[src/rtl/grf_wr_if.sv]
// ---------------------------------------------------------------------------
// grf_wr_if
//
// Purpose:
//   Bundles the two writeback request channels and the registered GRF write
//   port driven by grf_wr_arbiter.
//
// Signal summary:
//   req0_valid/ready, req0_addr[4:0], req0_data[31:0], req0_pc[31:0]
//       requester 0 (main pipeline W stage)
//   req1_valid/ready, req1_addr[4:0], req1_data[31:0], req1_pc[31:0]
//       requester 1 (secondary writer, e.g. mult/div or late load)
//   grf_we, grf_a3[4:0], grf_wd[31:0], grf_pc[31:0]
//       registered write toward the GRF (WE3/A3/WD/PC)
//   grf_src     which requester produced the current grf_* write (debug)
//   starve_cnt  requester 1 starvation count (debug)
//
// Modports:
//   master : the requester / GRF side (drives requests, observes the rest)
//   slave  : the arbiter side
// ---------------------------------------------------------------------------
interface grf_wr_if #(
  parameter int CNT_W = 2
);
  // Requester 0
  logic             req0_valid;
  logic             req0_ready;
  logic [4:0]       req0_addr;
  logic [31:0]      req0_data;
  logic [31:0]      req0_pc;

  // Requester 1
  logic             req1_valid;
  logic             req1_ready;
  logic [4:0]       req1_addr;
  logic [31:0]      req1_data;
  logic [31:0]      req1_pc;

  // GRF write port
  logic             grf_we;
  logic [4:0]       grf_a3;
  logic [31:0]      grf_wd;
  logic [31:0]      grf_pc;

  // Debug
  logic             grf_src;
  logic [CNT_W-1:0] starve_cnt;

  modport master (
    output req0_valid, req0_addr, req0_data, req0_pc,
    output req1_valid, req1_addr, req1_data, req1_pc,
    input  req0_ready, req1_ready,
    input  grf_we, grf_a3, grf_wd, grf_pc, grf_src, starve_cnt
  );

  modport slave (
    input  req0_valid, req0_addr, req0_data, req0_pc,
    input  req1_valid, req1_addr, req1_data, req1_pc,
    output req0_ready, req1_ready,
    output grf_we, grf_a3, grf_wd, grf_pc, grf_src, starve_cnt
  );
endinterface

[src/rtl/grf_wr_arbiter.sv]
// ---------------------------------------------------------------------------
// grf_wr_arbiter
//
// Purpose:
//   Shares the single GRF write port between two writeback requesters.
//   Requester 0 has fixed priority; requester 1 is forced through once it
//   has been refused STARVE_LIMIT consecutive cycles. The granted write is
//   registered and presented to the GRF for exactly one cycle, together with
//   its PC so the GRF write log stays correct. There is no internal queue:
//   backpressure is carried solely by the ready signals.
//
// Parameters:
//   STARVE_LIMIT  refusals of requester 1 before it is forced through
//                 (1 .. 2**CNT_W-1)
//   CNT_W         width of the starvation counter
//
// Ports:
//   clk    rising-edge system clock
//   reset  synchronous, active-high reset
//   bus    grf_wr_if slave modport: both request channels (valid/ready,
//          addr, data, pc), the registered GRF write (we/a3/wd/pc) and the
//          debug outputs grf_src / starve_cnt
// ---------------------------------------------------------------------------
module grf_wr_arbiter #(
  parameter int STARVE_LIMIT = 3,
  parameter int CNT_W        = 2
) (
  input  logic     clk,
  input  logic     reset,
  grf_wr_if.slave  bus
);

  localparam logic [CNT_W-1:0] LIMIT = CNT_W'(STARVE_LIMIT);

  // -------------------------------------------------------------------------
  // State
  // -------------------------------------------------------------------------
  logic             grf_we_q,  grf_we_d;
  logic [4:0]       grf_a3_q,  grf_a3_d;
  logic [31:0]      grf_wd_q,  grf_wd_d;
  logic [31:0]      grf_pc_q,  grf_pc_d;
  logic             grf_src_q, grf_src_d;
  logic [CNT_W-1:0] cnt_q,     cnt_d;

  // -------------------------------------------------------------------------
  // Grant
  // -------------------------------------------------------------------------
  logic override;
  logic grant0;
  logic grant1;

  always_comb begin
    // Requester 1 has waited long enough: it beats requester 0 this cycle.
    override = (cnt_q == LIMIT);
    // The two grants are mutually exclusive by construction; both are held
    // low during reset so nothing is consumed that would then be lost.
    grant0   = !reset && bus.req0_valid && !(override && bus.req1_valid);
    grant1   = !reset && bus.req1_valid && (!bus.req0_valid || override);
  end

  assign bus.req0_ready = grant0;
  assign bus.req1_ready = grant1;

  // -------------------------------------------------------------------------
  // Next-state: output register
  // -------------------------------------------------------------------------
  always_comb begin
    // Without a transfer the write strobe drops, the payload holds.
    grf_we_d  = 1'b0;
    grf_a3_d  = grf_a3_q;
    grf_wd_d  = grf_wd_q;
    grf_pc_d  = grf_pc_q;
    grf_src_d = grf_src_q;

    if (grant0) begin
      grf_a3_d  = bus.req0_addr;
      grf_wd_d  = bus.req0_data;
      grf_pc_d  = bus.req0_pc;
      grf_src_d = 1'b0;
      // A write to $0 is accepted and dropped: no strobe toward the GRF.
      grf_we_d  = (bus.req0_addr != 5'd0);
    end else if (grant1) begin
      grf_a3_d  = bus.req1_addr;
      grf_wd_d  = bus.req1_data;
      grf_pc_d  = bus.req1_pc;
      grf_src_d = 1'b1;
      grf_we_d  = (bus.req1_addr != 5'd0);
    end
  end

  // -------------------------------------------------------------------------
  // Next-state: starvation counter
  // -------------------------------------------------------------------------
  always_comb begin
    cnt_d = cnt_q;
    if (!bus.req1_valid || grant1) begin
      // Nothing waiting, or the waiter just got through (including a
      // consumed $0 write): the refusal streak is over.
      cnt_d = '0;
    end else if (cnt_q != LIMIT) begin
      // Refused this cycle; saturate so the override stays asserted until
      // requester 1 is actually accepted.
      cnt_d = cnt_q + 1'b1;
    end
  end

  // -------------------------------------------------------------------------
  // Registers
  // -------------------------------------------------------------------------
  always_ff @(posedge clk) begin
    if (reset) begin
      grf_we_q  <= 1'b0;
      grf_a3_q  <= 5'd0;
      grf_wd_q  <= 32'd0;
      grf_pc_q  <= 32'd0;
      grf_src_q <= 1'b0;
      cnt_q     <= '0;
    end else begin
      grf_we_q  <= grf_we_d;
      grf_a3_q  <= grf_a3_d;
      grf_wd_q  <= grf_wd_d;
      grf_pc_q  <= grf_pc_d;
      grf_src_q <= grf_src_d;
      cnt_q     <= cnt_d;
    end
  end

  // -------------------------------------------------------------------------
  // Outputs
  // -------------------------------------------------------------------------
  assign bus.grf_we     = grf_we_q;
  assign bus.grf_a3     = grf_a3_q;
  assign bus.grf_wd     = grf_wd_q;
  assign bus.grf_pc     = grf_pc_q;
  assign bus.grf_src    = grf_src_q;
  assign bus.starve_cnt = cnt_q;

endmodule

[src/flat_wrapper.sv]
// flat-port wrapper written by rule: the top's interface ports become plain ports
module grf_wr_arbiter_flat 
#(
  parameter int STARVE_LIMIT = 3,
  parameter int CNT_W        = 2
)
  (clk, reset, bus_req0_valid, bus_req0_addr, bus_req0_data, bus_req0_pc, bus_req1_valid, bus_req1_addr, bus_req1_data, bus_req1_pc, bus_req0_ready, bus_req1_ready, bus_grf_we, bus_grf_a3, bus_grf_wd, bus_grf_pc, bus_grf_src, bus_starve_cnt);
  grf_wr_if #(.CNT_W(CNT_W)) bus_i ();
  input  logic clk;
  input  logic reset;
  input wire logic [$bits(bus_i.req0_valid)-1:0] bus_req0_valid;
  input wire logic [$bits(bus_i.req0_addr)-1:0] bus_req0_addr;
  input wire logic [$bits(bus_i.req0_data)-1:0] bus_req0_data;
  input wire logic [$bits(bus_i.req0_pc)-1:0] bus_req0_pc;
  input wire logic [$bits(bus_i.req1_valid)-1:0] bus_req1_valid;
  input wire logic [$bits(bus_i.req1_addr)-1:0] bus_req1_addr;
  input wire logic [$bits(bus_i.req1_data)-1:0] bus_req1_data;
  input wire logic [$bits(bus_i.req1_pc)-1:0] bus_req1_pc;
  output wire logic [$bits(bus_i.req0_ready)-1:0] bus_req0_ready;
  output wire logic [$bits(bus_i.req1_ready)-1:0] bus_req1_ready;
  output wire logic [$bits(bus_i.grf_we)-1:0] bus_grf_we;
  output wire logic [$bits(bus_i.grf_a3)-1:0] bus_grf_a3;
  output wire logic [$bits(bus_i.grf_wd)-1:0] bus_grf_wd;
  output wire logic [$bits(bus_i.grf_pc)-1:0] bus_grf_pc;
  output wire logic [$bits(bus_i.grf_src)-1:0] bus_grf_src;
  output wire logic [$bits(bus_i.starve_cnt)-1:0] bus_starve_cnt;
  assign bus_i.req0_valid = bus_req0_valid;
  assign bus_i.req0_addr = bus_req0_addr;
  assign bus_i.req0_data = bus_req0_data;
  assign bus_i.req0_pc = bus_req0_pc;
  assign bus_i.req1_valid = bus_req1_valid;
  assign bus_i.req1_addr = bus_req1_addr;
  assign bus_i.req1_data = bus_req1_data;
  assign bus_i.req1_pc = bus_req1_pc;
  assign bus_req0_ready = bus_i.req0_ready;
  assign bus_req1_ready = bus_i.req1_ready;
  assign bus_grf_we = bus_i.grf_we;
  assign bus_grf_a3 = bus_i.grf_a3;
  assign bus_grf_wd = bus_i.grf_wd;
  assign bus_grf_pc = bus_i.grf_pc;
  assign bus_grf_src = bus_i.grf_src;
  assign bus_starve_cnt = bus_i.starve_cnt;
  grf_wr_arbiter #(.STARVE_LIMIT(STARVE_LIMIT), .CNT_W(CNT_W)) u_core (.clk(clk), .reset(reset), .bus(bus_i));
endmodule
[config.mk]
export PLATFORM = sky130hd
export DESIGN_NAME = grf_wr_arbiter_flat
export DESIGN_NICKNAME = d
export VERILOG_FILES = /design/src/rtl/grf_wr_if.sv /design/src/rtl/grf_wr_arbiter.sv /design/src/flat_wrapper.sv
export SDC_FILE = /design/constraint.sdc
export NUM_CORES = 1
export LEC_CHECK = 0
export CAP_MARGIN = 20
export CORE_AREA = 8 8 111 113
export DETAILED_ROUTE_END_ITERATION = 12
export DIE_AREA = 0 0 119 121
export PLACE_DENSITY = 0.77
export SYNTH_ARGS = -nofsm -noshare
export SYNTH_HDL_FRONTEND = slang
export SYNTH_SLANG_ARGS = --single-unit
[constraint.sdc]
create_clock -name clk -period 1.65 [get_ports clk]
set_clock_uncertainty 0.05 [all_clocks]
set_input_delay 0.33 -clock clk [delete_from_list [all_inputs] [get_ports clk]]
set_output_delay 0.33 -clock clk [all_outputs]
set_load 0.01 [all_outputs]
==> results.ini, run 1 <==
[final_layout]
design_area_sq_um = 6220
drive_gt1_share_pct = 12.2
layout_common_cells = 151 x clkdlybuf4s50_1, 71 x dfxtp_1, 69 x a221o_1
nNetsFinal = 697
syn2layout_area_growth_pct = 81.3
antenna_cells = 0
fin_cells = 699
final_common_cell = clkdlybuf4s50_1

[synthesis]
yosys_warnings = 0
yosysSeqAreaShare_pct = 42.6
yosysTopAreaCellShare_pct = 42.6
ys_types = 24
synthCells = 345
synth.area.top_cells = dfxtp_1 43%, a221o_1 20%, a2111oi_0 15%, inv_1 6.7%, buf_6 3.0%
ys_seq_elements = 73
synth_top_cell_by_area = dfxtp_1
avgSynthCellArea_sq_um = 9.94
synthesis.area_sq_um = 3430
synthesis.nets = 488

[sta]
rsz0062_at_grt = yes
slew_headroom_pct = 62.7
setup_ws_ns = -0.00957
post-route-period-util_pct = 101
hold_viol = 0
period_needed_ns = 1.66
fmax_ghz = 0.603
worst_pin_slew_ns = 0.545
fin_hold_ws_ns = 0.426
maxSlewViolCount = 0
setup_viol = 1

[power]
pwr-share-seq_pct = 43.0
power.density_nw_per_um2 = 734
leakagePower_nw = 3.20
pwr-share-clk_pct = 33.7
p_comb_share_pct = 23.3
swShare_pct = 25.6
p_int_w = 0.00340
vdd_drop_max_uv = 508
p_sw_w = 0.00117
power.total_w = 0.00457

[critical_path]
critPathBufInv = 3
critPathMaxFanout = 6
crit_required_ns = 1.88
r2r-start = u_core.bus.starve_cnt[1]
cp.arrival_ns = 1.89
cp-start-kind = flip-flop
crit_start = u_core.bus.starve_cnt[1]
path_cells = ha_4, buf_4, inv_2, buf_4, a2111oi_0, a221o_1
cpLargestDelayFamily = compound AO/OA/AOI/OAI gates
end_kind = flip-flop
critPathSlowestCell = a2111oi_0
cpMostUsedCell = buf_4
cpPeakStageDelay_ns = 0.51
path_class = flip-flop to flip-flop

[grt]
antenna_found_initial = 0
grt_pass1_wl_um = 21700
grt_max_degree = 56
track_usage_pct = 18.3
overflow = 0
grt_pass1_vias = 4097

[detailed_routing]
wirelength_um = 14000
dr.pass1.iters = 5
avgRoutedWirePerCell_um = 20.1
viasPerCell = 5.46
vias = 3819
ant_nets = 0
drt-initial-drc-count = 347
route.detailed.drc = 0

[place]
gp_congestion = 0.794
dpl.cell_count = 682
hpwl_um = 10200
numPortBuffers = 216
detailed_place.area_sq_um = 5800
dp_slack_ns = -0.500

[floorplan]
die_area_sq_um = 14400
start_util_pct = 32.3
rows = 38
die_h_um = 121
pin_count = 217
die_x_um = 119
core_sq_um = 10600

[hold_path]
min_path_type = flip-flop to flip-flop
worstHoldStart = u_core.bus.grf_src

[run_status]
violations = negative setup slack
outcome = finished, violations left

[cts]
clk_pin_slew_ns = 0.08
htree_levels = 3
cts_tree = yes
cts_buffers = 9
clock_latency_ns = 0.33
clockBufferDepth = 2
clock_sink_count = 73
root_buffer = clkbuf_8

[run]
maxCapViolations = 0

logic make-up (layout without fill, tap and decap cells):
kind of cell	count (synthesis)	after routing	synth area share (%)
and+or+nand+nor	11	11	1.79
DFF	73	73	42.6
buffers and inverters	118	332	15.9
adders and majority gates	1	1	0.365
AOI/OAI and AO/OA	142	142	39.3
sequential cells by signal, indices dropped and copies added, names as in the netlist:
| name | flops |
|---|---|
| u_core.bus.grf_we | 1 |
| u_core.bus.grf_src | 1 |
| u_core.bus.grf_a3 | 5 |
| u_core.bus.grf_wd | 32 |
| u_core.bus.grf_pc | 32 |
| u_core.bus.starve_cnt | 2 |
routing by layer:
metal | global-route usage [%] | up-vias | share of wire (%)
met5 | 0 | - | 0
met4 | 5.38 | 0 | 1.5
met3 | 6.75 | 15 | 8.1
met2 | 31.9 | 190 | 50
met1 | 20.5 | 1834 | 41
li1 | - | 1780 | -
final timing paths:
check / endpoint / slack [ns] / cells past startpoint
worst max register to register: u_core.bus.grf_pc[30] / -0.01 / 6
worst min-delay path: u_core.bus.grf_src / 0.43 / 2
worst max-delay path: u_core.bus.grf_pc[30] / -0.01 / 6
worst min register to register: u_core.bus.grf_src / 0.43 / 2
repair_timing:
action / 4_1_cts / 5_1_grt
setup endpoints to repair: 72 / 78
gates resized for setup: 29 / 78
pin swaps: 1 / 2
buffers inserted: 0 / 1
hold buffers: 0 / 0
cells in the mapped netlist:
library cell / instances
clkbuf_1: 23
a211oi_4: 1
a2111oi_0: 59
and2b_1: 1
o21ai_1: 1
inv_1: 61
a2111oi_1: 10
a211oi_1: 1
a221o_1: 69
buf_8: 1
nor2_1: 3
inv_2: 13
or4_1: 1
nor2b_1: 1
dfxtp_1: 73
nand2_1: 2
nor3_1: 1
ha_1: 1
buf_6: 9
buf_4: 4
o2bb2ai_1: 1
and3_1: 1
nor3_2: 1
buf_2: 7
power groups by stage:
stage | logic, W | clock network [W] | registers, W
after floorplan | 0.000296 | 0 | 0.00205
after global placement | 0.00106 | 0 | 0.00200
after detailed placement | 0.00108 | 0 | 0.00200
after CTS | 0.00108 | 0.00158 | 0.00197
after global routing | 0.00113 | 0.00166 | 0.00198
final | 0.00106 | 0.00154 | 0.00196
per-stage QoR:
stage	TNS (ns)	util, %
floorplan	0	-
global placement	-24.59	54.7
detailed placement	-26.22	54.7
CTS	-0.0446	56.9
global route	-0.0985	58.6
finish	-0.00957	58.6
cell type report:
cell class | instances | area, sq um
fillers | 927 | 4390
repair buffers | 242 | 2590
multi-input cells | 154 | 1500
flip-flops and latches | 73 | 1460
inverters | 74 | 278
well taps | 140 | 175
clock buffers | 11 | 131
clock inverters | 5 | 80.1
worst reg2reg max path: stages, from the launching register on:
cell	delay [ns]
dfxtp_2	0.36
ha_4	0.17
buf_4	0.12
inv_2	0.05
buf_4	0.15
a2111oi_0	0.52
a221o_1	0.20
No activity file was read; power rests on OpenSTA's default activity.
==> run 2, diff against run 1 <==
- clock period: 1.65 -> 1.4 ns (I/O delays scaled with it)
==> results.ini, run 2 (synthesis results as in run 1) <==
[grt]
grt_max_degree = 33  ; -41%
track_usage_pct = 20.4  ; +2.1 points
grt_pass1_vias = 4249  ; +3.7%
antenna_found_initial = 0  ; unchanged
overflow = 0  ; unchanged
grt_pass1_wl_um = 23600  ; +8.8%

[place]
numPortBuffers = 216  ; unchanged
gp_congestion = 0.795  ; +0.10%
detailed_place.area_sq_um = 5800  ; unchanged
dp_slack_ns = -0.597  ; -0.0966 ns
hpwl_um = 10200  ; -0.12%

[cts]
htree_levels = 3  ; unchanged
cts_buffers = 9  ; unchanged
cts_hold_buf = 0  ; unchanged
clockBufferDepth = 2  ; unchanged
clock_latency_ns = 0.33  ; about the same
cts_tree = yes
clock_sink_count = 73  ; unchanged
clk_pin_slew_ns = 0.07  ; about the same
root_buffer = clkbuf_8

[critical_path]
critPathMaxFanout = 20  ; +14
r2r_end = u_core.bus.grf_wd[27]
r2r-start = u_core.bus.starve_cnt[0]
crit_required_ns = 1.57  ; -0.31 ns
worst-path-stages = 5  ; -1
critPathSlowestCell = dfxtp_2
cpLargestDelayFamily = buffers and inverters
cp-start-kind = flip-flop
path_class = flip-flop to flip-flop
end_kind = flip-flop
rr_worst_depth = 5  ; -1
cpPeakStageDelay_ns = 0.36  ; -0.15 ns
critPathBufInv = 2  ; -1
ff2ff_setup_slack_ns = -0.20  ; -0.19 ns
cp.arrival_ns = 1.77  ; -0.12 ns
path_cells = ha_4, a211oi_4, buf_4, bufbuf_16, a221o_1

[power]
leakagePower_nw = 2.89  ; -9.7%
p_int_w = 0.00435  ; +28%
swShare_pct = 25.6  ; about the same
p_comb_share_pct = 23.8  ; +0.5 points
p_sw_w = 0.00150  ; +28%
pwr-share-clk_pct = 36.7  ; +3.0 points
power.density_nw_per_um2 = 849  ; +16%
power.total_w = 0.00586  ; +28%
vdd_drop_max_uv = 518  ; +2.1%
pwr-share-seq_pct = 39.5  ; -3.5 points

[floorplan]
die_h_um = 121  ; unchanged
core_sq_um = 10600  ; unchanged
die_area_sq_um = 14400  ; unchanged
pin_count = 217  ; unchanged
rows = 38  ; unchanged
die_x_um = 119  ; unchanged
start_util_pct = 32.3  ; unchanged

[final_layout]
design_area_sq_um = 6900  ; +11%
syn2layout_area_growth_pct = 101
nNetsFinal = 713  ; +2.3%
layout_common_cells = 138 x clkdlybuf4s50_1, 73 x dlygate4sd2_1, 71 x dfxtp_1
postLayoutCoreUtil_pct = 65.1  ; +6.4 points
drive_gt1_share_pct = 23.5  ; +11 points
final_common_cell = clkdlybuf4s50_1
antenna_cells = 0  ; unchanged

[run_status]
outcome = finished, violations left
violations = negative setup slack

[detailed_routing]
dr.pass1.iters = 5  ; unchanged
wirelength_um = 16000  ; +14%
drt-initial-drc-count = 237  ; -32%
viasPerCell = 5.59  ; +2.4%
vias = 3999  ; +4.7%
ant_nets = 0  ; unchanged
avgRoutedWirePerCell_um = 22.4  ; +11%
route.detailed.drc = 0  ; unchanged

[sta]
hold_viol = 0  ; unchanged
slew_headroom_pct = 58.9  ; -3.7 points
setup_viol = 73  ; +72
period_needed_ns = 1.60  ; -0.0602 ns
rsz0062_at_grt = yes
fin_tns_setup_ns = -9.84  ; -9.83 ns
worst_pin_slew_ns = 0.616  ; +0.0704 ns
maxSlewViolCount = 0  ; unchanged
fmax_ghz = 0.625  ; +3.8%
setup_ws_ns = -0.199  ; -0.190 ns
post-route-period-util_pct = 114  ; +14 points

[run]
maxCapViolations = 0  ; unchanged

[hold_path]
hold_depth = 2  ; unchanged
worstHoldStart = u_core.bus.grf_src
min_path_type = flip-flop to flip-flop
holdPathEnd = u_core.bus.grf_src

## run 2: changes by cell type in the layout (fill, tap and decap cells not counted), sizes merged
| cell | change |
|---|---|
| bufbuf | +3 |
| clkinv | -1 |
| clkbuf | +3 |
| clkinvlp | -1 |
| bufinv | +1 |
| dlymetal6s2s | -53 |
| clkdlybuf4s50 | -13 |
| dlygate4sd2 | +65 |
| buf | +12 |
## run 2: cell type report
class,instances,area [sq um]
Multi-Input combinational cell,154,1980
Sequential cell,73,1460
Clock buffer,12,165
Fill cell,810,3700
Clock inverter,4,97.6
Tap cell,140,175
Timing Repair Buffer,258,2730
Inverter,74,293
## run 2: how the worst max path moves through the flow
stage                                         from               endpoint  slack, ns
after global placement              bus_req1_valid  u_core.bus.grf_wd[28]      -0.55
final                     u_core.bus.starve_cnt[0]  u_core.bus.grf_wd[27]      -0.20
after global routing      u_core.bus.starve_cnt[0]  u_core.bus.grf_wd[27]      -0.25
after floorplan           u_core.bus.starve_cnt[0]         bus_req0_ready      -0.11
after CTS                 u_core.bus.starve_cnt[1]         bus_req0_ready      -0.21
after detailed placement            bus_req1_valid         bus_req0_ready      -0.60
## run 2: metrics by stage
step | cells | hold slack, ns
floorplan | 345 | 0.370
global placement | 685 | 0.391
detailed placement | 685 | 0.401
CTS | 713 | 0.391
global route | 715 | 0.426
finish | 715 | 0.410
## run 2: repair_timing
action / 4_1_cts / 5_1_grt
gates resized for setup: 192 / 46
setup buffers: 5 / 0
cloned: 8 / 2
endpoints found under the setup margin: 146 / 73
pin swaps: 4 / 0
## run 2: power groups by stage
| stage | logic, W | registers, W | clock network (W) |
|---|---|---|---|
| 2_1_floorplan | 0.000349 | 0.00242 | 0 |
| 3_5_place_dp | 0.00127 | 0.00236 | 0 |
| 6_report | 0.00140 | 0.00231 | 0.00215 |
| 3_3_place_gp | 0.00125 | 0.00236 | 0 |
| 5_1_grt | 0.00148 | 0.00233 | 0.00227 |
| 4_1_cts | 0.00133 | 0.00231 | 0.00218 |
## run 2: per-layer routing
| metal | global-route usage, % | up-vias | part of all wire, % |
|---|---|---|---|
| li1 | - | 1817 | - |
| met1 | 22.8 | 1960 | 40 |
| met2 | 35.5 | 189 | 49 |
| met3 | 5.72 | 33 | 7.7 |
| met4 | 9.33 | 0 | 3.1 |
| met5 | 0 | - | 0 |
## run 2: worst min-delay path, delay by kind of cell, from the launching register on
family | cells | cell delay (ns)
flops | 1 | 0.32
buf+inv | 1 | 0.05
compound gates | 1 | 0.05
==> run 3, diff against run 2 <==
- CORE_AREA: 8 8 111 113 -> 8 8 102 104
- DIE_AREA: 0 0 119 121 -> 0 0 110 112
- PLACE_DENSITY: 0.77 -> 0.86
- clock period: 1.4 -> 2 ns (I/O delays scaled with it)
==> results.ini, run 3 (synthesis results as in run 1) <==
[run_status]
outcome = finished clean

[detailed_routing]
dr.pass1.iters = 5  ; unchanged
vias = 3812  ; -4.7%
route.detailed.drc = 0  ; unchanged
drt-initial-drc-count = 257  ; +8.4%
wirelength_um = 13800  ; -14%
viasPerCell = 5.81  ; +3.9%
avgRoutedWirePerCell_um = 21.0  ; -5.9%
ant_nets = 0  ; unchanged

[sta]
worst_pin_slew_ns = 0.783  ; +0.167 ns
rsz0062_at_grt = no
hold_viol = 0  ; unchanged
period_needed_ns = 1.83
maxSlewViolCount = 0  ; unchanged
setup_viol = 0  ; -100%
post-route-period-util_pct = 91.5
slew_headroom_pct = 47.8  ; -11 points
fmax_ghz = 0.546

[final_layout]
layout_common_cells = 211 x clkdlybuf4s50_1, 72 x dfxtp_1, 69 x a221o_1
nNetsFinal = 683  ; -4.2%
fin_cells = 656  ; -8.3%
antenna_cells = 0  ; unchanged
design_area_sq_um = 5860  ; -15%
final_common_cell = clkdlybuf4s50_1
drive_gt1_share_pct = 8.99  ; -14 points
syn2layout_area_growth_pct = 70.9

[critical_path]
cp-start-kind = flip-flop
cpLargestDelayFamily = flip-flops
path_class = flip-flop to primary output
cpPeakStageDelay_ns = 0.34  ; -0.02 ns
worst-path-stages = 3  ; -2
path_cells = ha_4, a211oi_4, dlygate4sd2_1
end_kind = primary output
cp.arrival_ns = 1.38  ; -0.39 ns
crit_required_ns = 1.55  ; -0.02 ns
critPathSlowestCell = dfxtp_2
critPathMaxFanout = 4  ; -80%
critPathBufInv = 1  ; -1
rr_worst_depth = 4  ; -1

[cts]
htree_levels = 3  ; unchanged
cts_hold_buf = 0  ; unchanged
cts_buffers = 9  ; unchanged
clock_sink_count = 73  ; unchanged
clk_pin_slew_ns = 0.08  ; about the same
root_buffer = clkbuf_8
clockBufferDepth = 2  ; unchanged
clock_latency_ns = 0.33  ; about the same
cts_tree = yes

[place]
gp_congestion = 0.775  ; -2.4%
numPortBuffers = 216  ; unchanged
dpl.cell_count = 640  ; -6.6%
hpwl_um = 9780  ; -4.2%
detailed_place.area_sq_um = 5620  ; -3.0%

[run]
maxCapViolations = 0  ; unchanged

[power]
pwr-share-seq_pct = 42.9  ; +3.4 points
leakagePower_nw = 2.31  ; -20%
p_sw_w = 0.000979  ; -35%
p_comb_share_pct = 22.8  ; -1.0 points
pwr-share-clk_pct = 34.3  ; -2.4 points
power.density_nw_per_um2 = 645  ; -24%
swShare_pct = 25.9  ; +0.26 points
p_int_w = 0.00280  ; -36%
vdd_drop_max_uv = 454  ; -12%

[grt]
grt_pass1_vias = 4092  ; -3.7%
track_usage_pct = 22.0  ; +1.5 points
grt_max_degree = 72  ; +120%
antenna_found_initial = 0  ; unchanged
overflow = 0  ; unchanged
grt_pass1_wl_um = 21800  ; -7.4%

[hold_path]
min_path_type = flip-flop to flip-flop
hold_depth = 1  ; -1

[floorplan]
pin_count = 217  ; unchanged
die_x_um = 110  ; -7.6%
die_area_sq_um = 12300  ; -14%
rows = 35  ; -7.9%
die_h_um = 112  ; -7.4%
core_sq_um = 8890  ; -16%
start_util_pct = 38.6  ; +6.2 points

==> run 3: cell types whose count changed in the layout (fill, tap and decap cells not counted), sizes merged <==
cell,delta
buf,-28
dlygate4sd2,-70
bufbuf,-3
clkinv,+4
clkdlybuf4s50,+73
clkbuf,-5
bufinv,-1
==> run 3: power by group through the flow <==
stage	clock (W)	sequential, W	combinational, W
after floorplan	0	0.00170	0.000244
after global placement	0	0.00165	0.000847
after detailed placement	0	0.00165	0.000863
after CTS	0.00132	0.00162	0.000867
after global routing	0.00139	0.00163	0.000920
final	0.00130	0.00162	0.000862
==> run 3: routing by layer <==
| layer | up-vias | GRT usage, % | share of wire [%] |
|---|---|---|---|
| li1 | 1752 | - | - |
| met2 | 181 | 36.3 | 50 |
| met5 | - | 0 | 0 |
| met3 | 30 | 7.34 | 8.9 |
| met1 | 1849 | 25.2 | 39 |
| met4 | 0 | 8.29 | 2.8 |
==> run 3: worst register-to-register path, cell delays in order, from the launching register on <==
cell	delay (ns)
dfxtp_2	0.34
ha_4	0.19
a211oi_4	0.22
buf_4	0.66
a221o_1	0.31
==> run 3: what timing repair did <==
action	in CTS	in global routing
resized for setup	8	0
setup endpoints to repair	2	0
setup buffers	0	0
==> run 3: area by class of cell <==
class / count / area [sq um]
Clock buffer: 9 / 124
Clock inverter: 7 / 95.1
Fill cell: 721 / 3030
Inverter: 74 / 278
Multi-Input combinational cell: 154 / 1450
Sequential cell: 73 / 1460
Tap cell: 111 / 139
Timing Repair Buffer: 228 / 2310
==> run 3: metrics by stage <==
| step | util (%) | hold slack (ns) | TNS (ns) | total power [W] | worst slack [ns] |
|---|---|---|---|---|---|
| global route | 65.9 | 0.410 | 0 | 0.00394 | 0.0883 |
| global placement | 63.3 | 0.376 | -15.41 | 0.00249 | -0.261 |
| CTS | 65.9 | 0.394 | 0 | 0.00381 | 0.150 |
| detailed placement | 63.3 | 0.383 | -16.11 | 0.00251 | -0.341 |
| finish | 65.9 | 0.391 | 0 | 0.00378 | 0.170 |
| floorplan | - | 0.407 | 0 | 0.00194 | 0.285 |
==> run 3: final timing paths <==
| kind | startpoint | to | slack [ns] |
|---|---|---|---|
| max | u_core.bus.starve_cnt[0] | bus_req0_ready | 0.17 |
| min | u_core.bus.starve_cnt[0] | u_core.bus.starve_cnt[0] | 0.39 |
| min reg2reg | u_core.bus.starve_cnt[0] | u_core.bus.starve_cnt[0] | 0.39 |
| max reg2reg | u_core.bus.starve_cnt[0] | u_core.bus.grf_pc[26] | 0.18 |
